--- config.mk ---
export PLATFORM = sky130hd
export DESIGN_NAME = alu_seq
export DESIGN_NICKNAME = d
export VERILOG_FILES = /design/src/rtl/alu_seq.sv
export SDC_FILE = /design/constraint.sdc
export NUM_CORES = 1
export LEC_CHECK = 0
export CAP_MARGIN = 30
export CORE_AREA = 2 2 65 67
export DETAILED_ROUTE_END_ITERATION = 10
export DIE_AREA = 0 0 67 69
export PLACE_DENSITY = 0.79
export RECOVER_POWER = 100
export SYNTH_ARGS = -nofsm -noshare
export SYNTH_HDL_FRONTEND = slang
export SYNTH_SLANG_ARGS = --single-unit
--- constraint.sdc ---
create_clock -name clk -period 1.2 [get_ports clk]
set_input_delay 0.3 -clock clk [delete_from_list [all_inputs] [get_ports clk]]
set_output_delay 0.3 -clock clk [all_outputs]
set_load 0.1 [all_outputs]
--- src/rtl/alu_seq.sv ---
// Four-phase sequencer for an 8-bit file-register ALU: decodes, captures, writes back, commits flags.
// Optional skip-on-zero for INCFSZ/DECFSZ is enabled by defining ALU_SEQ_SKIP_EN.
module alu_seq (
  input  logic       clk,
  input  logic       rst_n,
  input  logic       start,
  input  logic [3:0] op,
  input  logic       dest,
  output logic       ready,
  output logic       clr,
  output logic       swap_n_mov,
  output logic       rlf_n_rrf,
  output logic [1:0] op_mux_l,
  output logic [1:0] op_mux_a,
  output logic       sub,
  output logic [1:0] out_mux,
  output logic       C_in,
  input  logic [7:0] alu_out,
  input  logic       C_new,
  input  logic       DC_new,
  input  logic       Z_new,
  output logic [7:0] wb_data,
  output logic       w_we,
  output logic       f_we,
  output logic       c_flag,
  output logic       dc_flag,
  output logic       z_flag,
  output logic       skip,
  output logic       done
);

  localparam logic [3:0] OP_MOVF   = 4'd0;
  localparam logic [3:0] OP_SWAPF  = 4'd1;
  localparam logic [3:0] OP_RLF    = 4'd2;
  localparam logic [3:0] OP_RRF    = 4'd3;
  localparam logic [3:0] OP_IORWF  = 4'd4;
  localparam logic [3:0] OP_ANDWF  = 4'd5;
  localparam logic [3:0] OP_XORWF  = 4'd6;
  localparam logic [3:0] OP_COMF   = 4'd7;
  localparam logic [3:0] OP_ADDWF  = 4'd8;
  localparam logic [3:0] OP_SUBWF  = 4'd9;
  localparam logic [3:0] OP_INCF   = 4'd10;
  localparam logic [3:0] OP_DECF   = 4'd11;
  localparam logic [3:0] OP_CLRF   = 4'd12;
  localparam logic [3:0] OP_INCFSZ = 4'd13;
  localparam logic [3:0] OP_DECFSZ = 4'd14;
  localparam logic [3:0] OP_NOP    = 4'd15;

  typedef enum logic [2:0] {
    S_IDLE = 3'd0,
    S_Q1   = 3'd1,
    S_Q2   = 3'd2,
    S_Q3   = 3'd3,
    S_Q4   = 3'd4
  } state_e;

  typedef struct packed {
    logic       clr;
    logic       swap_n_mov;
    logic       rlf_n_rrf;
    logic [1:0] op_mux_l;
    logic [1:0] op_mux_a;
    logic       sub;
    logic [1:0] out_mux;
    logic       c_in;
  } ctrl_t;

  function automatic ctrl_t decode(input logic [3:0] o, input logic cin);
    ctrl_t c;
    c = '0;
    c.c_in = cin;
    case (o)
      OP_MOVF:   c.out_mux = 2'b00;
      OP_SWAPF:  c.swap_n_mov = 1'b1;
      OP_RLF: begin
        c.out_mux   = 2'b01;
        c.rlf_n_rrf = 1'b1;
      end
      OP_RRF:    c.out_mux = 2'b01;
      OP_IORWF:  c.out_mux = 2'b10;
      OP_ANDWF: begin
        c.out_mux  = 2'b10;
        c.op_mux_l = 2'd1;
      end
      OP_XORWF: begin
        c.out_mux  = 2'b10;
        c.op_mux_l = 2'd2;
      end
      OP_COMF: begin
        c.out_mux  = 2'b10;
        c.op_mux_l = 2'd3;
      end
      OP_ADDWF:  c.out_mux = 2'b11;
      OP_SUBWF: begin
        c.out_mux  = 2'b11;
        c.op_mux_a = 2'd1;
        c.sub      = 1'b1;
      end
      OP_INCF, OP_INCFSZ: begin
        c.out_mux  = 2'b11;
        c.op_mux_a = 2'd2;
      end
      OP_DECF, OP_DECFSZ: begin
        c.out_mux  = 2'b11;
        c.op_mux_a = 2'd3;
        c.sub      = 1'b1;
      end
      OP_CLRF:   c.clr = 1'b1;
      default:   c = '0;
    endcase
    return c;
  endfunction

  state_e     state_q, state_d;
  ctrl_t      ctrl_q, ctrl_d;
  logic [3:0] op_q, op_d;
  logic       dest_q, dest_d;
  logic [7:0] wb_q, wb_d;
  logic       sh_c_q, sh_c_d;
  logic       sh_dc_q, sh_dc_d;
  logic       sh_z_q, sh_z_d;
  logic       c_q, c_d;
  logic       dc_q, dc_d;
  logic       z_q, z_d;
  logic       w_we_q, w_we_d;
  logic       f_we_q, f_we_d;
  logic       done_q, done_d;
  logic       skip_q, skip_d;

  logic       upd_z;
  logic       upd_c;
  logic       upd_dc;
  logic       skip_op;

  // Which flags the latched opcode is allowed to commit
  always_comb begin
    upd_z   = 1'b0;
    upd_c   = 1'b0;
    upd_dc  = 1'b0;
    skip_op = 1'b0;
    case (op_q)
      OP_MOVF, OP_IORWF, OP_ANDWF, OP_XORWF,
      OP_COMF, OP_INCF, OP_DECF, OP_CLRF:
        upd_z = 1'b1;
      OP_RLF, OP_RRF:
        upd_c = 1'b1;
      OP_ADDWF, OP_SUBWF: begin
        upd_z  = 1'b1;
        upd_c  = 1'b1;
        upd_dc = 1'b1;
      end
      OP_INCFSZ, OP_DECFSZ: begin
`ifdef ALU_SEQ_SKIP_EN
        skip_op = 1'b1;
`else
        upd_z   = 1'b1;
`endif
      end
      default: ;
    endcase
  end

  // Phase sequencing: one state per cycle, start only honoured in IDLE
  always_comb begin
    state_d = state_q;
    case (state_q)
      S_IDLE:  if (start) state_d = S_Q1;
      S_Q1:    state_d = S_Q2;
      S_Q2:    state_d = S_Q3;
      S_Q3:    state_d = S_Q4;
      S_Q4:    state_d = S_IDLE;
      default: state_d = S_IDLE;
    endcase
  end

  // Controls, result capture, strobes and flag commit per phase
  always_comb begin
    ctrl_d  = ctrl_q;
    op_d    = op_q;
    dest_d  = dest_q;
    wb_d    = wb_q;
    sh_c_d  = sh_c_q;
    sh_dc_d = sh_dc_q;
    sh_z_d  = sh_z_q;
    c_d     = c_q;
    dc_d    = dc_q;
    z_d     = z_q;
    w_we_d  = 1'b0;
    f_we_d  = 1'b0;
    done_d  = 1'b0;
    skip_d  = 1'b0;
    case (state_q)
      S_IDLE: begin
        ctrl_d = '0;
        if (start) begin
          op_d   = op;
          dest_d = dest;
          ctrl_d = decode(op, c_q);
        end
      end
      S_Q2: begin
        wb_d    = alu_out;
        sh_c_d  = C_new;
        sh_dc_d = DC_new;
        sh_z_d  = Z_new;
        w_we_d  = (op_q != OP_NOP) && !dest_q;
        f_we_d  = (op_q != OP_NOP) && dest_q;
      end
      S_Q3: begin
        ctrl_d = '0;
        done_d = 1'b1;
        skip_d = skip_op && (wb_q == 8'h00);
      end
      S_Q4: begin
        if (upd_z)  z_d  = (op_q == OP_CLRF) ? 1'b1 : sh_z_q;
        if (upd_c)  c_d  = sh_c_q;
        if (upd_dc) dc_d = sh_dc_q;
      end
      default: ;
    endcase
  end

  // State and datapath registers with synchronous active-low reset
  always_ff @(posedge clk) begin
    if (!rst_n) begin
      state_q <= S_IDLE;
      ctrl_q  <= '0;
      op_q    <= 4'd0;
      dest_q  <= 1'b0;
      wb_q    <= 8'h00;
      sh_c_q  <= 1'b0;
      sh_dc_q <= 1'b0;
      sh_z_q  <= 1'b0;
      c_q     <= 1'b0;
      dc_q    <= 1'b0;
      z_q     <= 1'b0;
      w_we_q  <= 1'b0;
      f_we_q  <= 1'b0;
      done_q  <= 1'b0;
      skip_q  <= 1'b0;
    end else begin
      state_q <= state_d;
      ctrl_q  <= ctrl_d;
      op_q    <= op_d;
      dest_q  <= dest_d;
      wb_q    <= wb_d;
      sh_c_q  <= sh_c_d;
      sh_dc_q <= sh_dc_d;
      sh_z_q  <= sh_z_d;
      c_q     <= c_d;
      dc_q    <= dc_d;
      z_q     <= z_d;
      w_we_q  <= w_we_d;
      f_we_q  <= f_we_d;
      done_q  <= done_d;
      skip_q  <= skip_d;
    end
  end

  assign ready      = (state_q == S_IDLE);
  assign clr        = ctrl_q.clr;
  assign swap_n_mov = ctrl_q.swap_n_mov;
  assign rlf_n_rrf  = ctrl_q.rlf_n_rrf;
  assign op_mux_l   = ctrl_q.op_mux_l;
  assign op_mux_a   = ctrl_q.op_mux_a;
  assign sub        = ctrl_q.sub;
  assign out_mux    = ctrl_q.out_mux;
  assign C_in       = ctrl_q.c_in;
  assign wb_data    = wb_q;
  assign w_we       = w_we_q;
  assign f_we       = f_we_q;
  assign c_flag     = c_q;
  assign dc_flag    = dc_q;
  assign z_flag     = z_q;
  assign done       = done_q;
`ifdef ALU_SEQ_SKIP_EN
  assign skip       = skip_q;
`else
  assign skip       = 1'b0;
`endif

endmodule

==> results.yml <==
finish:
  mostFrequentLayoutCell: "nand2_1"
  drive_gt1_share_pct: 47.0
  finalNonFillerCells: 300
  finalInstanceArea_sq_mm: 0.00257
  final_cell_mix: "nand2_1, dfxtp_2, buf_4"
  final_nets: 267
  syn_to_final_growth_pct: 68.1
outcome:
  status: "complete, but fails checks"
  violations: "negative setup slack"
route:
  via_per_inst: 5.00
  vias: 1501
  wl_per_cell_microns: 14.3
  first_iter_violations: 110
  routed_wl_microns: 4290
  first_pass_iters: 4
  final_antenna_net_count: 0
  detail_route.drc_violations: 0
placed_design:
  place_area_sq_mm: 0.00245
  dp_hpwl_microns: 2770
  gp_congestion: 0.832
  dp.cells: 284
  portBuffers: 44
worst_setup_path:
  r2r_start: "state_q[0]"
  cp.required_ns: 0.90
  crit_type: "flop to output port"
  worstPathMaxFanout: 2
  worstPathArrival_ns: 1.22
  ff2ff_path_depth: 6
  end_kind: "output port"
  r2r_slack_ns: -0.16
  reg2reg_to: "dc_flag"
  start_kind: "flop"
clock_network:
  clkLatencyLatePin_ns: 0.30
  htreeDepth: 2
  cts.clk_slew.worst_paths_ns: 0.07
  cts_buffer_depth: 2
  tritoncts: "built"
  cts_root_buf: "clkbuf_8"
  cts_made_buffers: 5
  cts.sinks: 36
timing:
  setup_viol: 34
  setup_ws_ns: -0.315
  fin_hold_ws_ns: 0.438
  skew_ns: 0.0128
  finalCritPeriodShare_pct: 126
  fmax_mhz: 660
  rsz0062_at_grt: "true"
  drv_slew: 0
  hold_viol: 0
  layout_min_cycle_time_ns: 1.52
synthesis:
  synthCells: 179
  synth_cell_type_count: 36
  netlist_area_sq_mm: 0.00153
  avgSynthCellArea_sq_um: 8.53
  yosys_warnings: 0
  syn_nets: 198
  ys_ff_latch: 36
  yosysSeqAreaShare_pct: 47.2
global_routing:
  first_global_vias: 1496
  grt_max_degree: 16
  grt_pass1_wl_microns: 6730
  grt_use_total_pct: 19.2
  antenna_found_initial: 1
  grt-ovfl-total: 0
die:
  die_h_microns: 69
  die_area_sq_mm: 0.00462
  pin_count: 46
  std_cell_rows: 23
  chipWidth_microns: 67
  core_sq_mm: 0.00391
  start_util_pct: 39.0
hold_path:
  min_to: "w_we"
  hold_path_depth: 1
  min_path_type: "flop to flop"
  min_from: "dest_q"
flow_run:
  maxCapViolations: 0
power:
  ir_worst_vdd_mv: 0.736
  power_density_mw_per_mm2: 1260
  cellLeakagePower_nw: 1.02
-- per-stage QoR --
step,power (mW),TNS (ns),utilization [%],setup slack (ns)
2_1_floorplan,1.90,-8.58,-,-0.715
3_3_place_gp,2.27,-6.42,62.7,-0.364
3_5_place_dp,2.29,-7.46,62.7,-0.429
4_1_cts,3.27,-2.42,67.7,-0.307
5_1_grt,3.36,-6.26,65.6,-0.357
6_report,3.24,-3.49,65.6,-0.315
-- report_power, final --
| group | leakage, nW | switching [mW] | total, mW | internal [mW] |
|---|---|---|---|---|
| combinational | 0.667 | 0.616 | 1.03 | 0.415 |
| sequential | 0.306 | 0.0501 | 1.32 | 1.27 |
| clock | 0.0510 | 0.440 | 0.898 | 0.458 |
-- cells by family after synthesis --
| family | Yosys count | synth area share, % |
|---|---|---|
| multiplexers | 1 | 0.655 |
| AO/OA/AOI/OAI | 36 | 17.6 |
| other | 1 | 0.245 |
| flip-flops | 36 | 47.2 |
| buffers and inverters | 19 | 6.22 |
| XOR/XNOR | 4 | 2.29 |
| AND/OR/NAND/NOR | 82 | 25.8 |
-- worst max-delay path, stage by stage (launching register included) --
cell and delay, ns:
dfxtp_2 0.33, buf_6 0.12, nor3_4 0.19, buf_6 0.13, buf_12 0.16
-- repair_timing --
item	CTS	global route
gates cloned	1	0
pin swaps	12	9
hold buffers	0	0
setup endpoints to repair	33	34
setup buffers	4	3
gates resized for setup	25	18
-- metal layers --
layer	global-route usage, %	vias to the layer above	share of wire, %
li1	-	741	-
met1	22.5	702	41
met2	31.4	47	51
met3	5.38	11	5.7
met4	9.52	0	2.8
met5	0	-	0
-- registers in the layout (all words and copies together) (netlist names), 2 cells and up --
register and cells:
wb_data 8, out_mux 2, op_mux_l 2, op_mux_a 2, op_q 4, state_q 3
-- worst max-delay path by stage --
stage | from | endpoint | slack, ns | depth (start not counted)
2_1_floorplan | state_q[0] | out_mux[0] | -0.71 | 5
4_1_cts | state_q[1] | ready | -0.31 | 4
5_1_grt | state_q[0] | ready | -0.36 | 4
3_3_place_gp | op[0] | out_mux[0] | -0.36 | 4
6_report | state_q[0] | ready | -0.32 | 4
3_5_place_dp | op[0] | out_mux[0] | -0.43 | 4
-- area by class of cell --
type / count / area, sq um
tap: 50 / 62.6
antenna: 1 / 2.50
inverter: 3 / 11.3
fill: 310 / 1350
clock inverter: 2 / 10.0
timing repair buffer: 78 / 812
clock buffer: 6 / 82.6
multi-input combinational: 124 / 832
sequential: 36 / 756
-- cells in the mapped netlist (all sizes together) --
cell     number  area share, %
a211oi        1           0.49
a21boi       21             10
a21oi         1           0.33
a22oi         1           0.49
a311o         1           0.66
a311oi        1           0.57
a32oi         4            2.3
and2          2           0.82
and3          1           0.41
and4b         2            1.3
buf           8            3.5
clkbuf        8            2.0
conb          1           0.25
dfxtp        36             47
inv           3           0.74
mux2i         1           0.66
nand2        45             11
nand2b        3            1.2
nand3         6            2.0
nand3b        1           0.49
nand4         4            1.6
nor2          9            2.2
nor2b         5            2.0
nor3          2            1.4
nor3b         1           0.49
nor4b         1           0.57
o2111ai       1           0.57
o21ai         4            1.3
o311ai        1           0.57
xnor2         3            1.7
xor2          1           0.57
(Power assumes the default switching activity.)
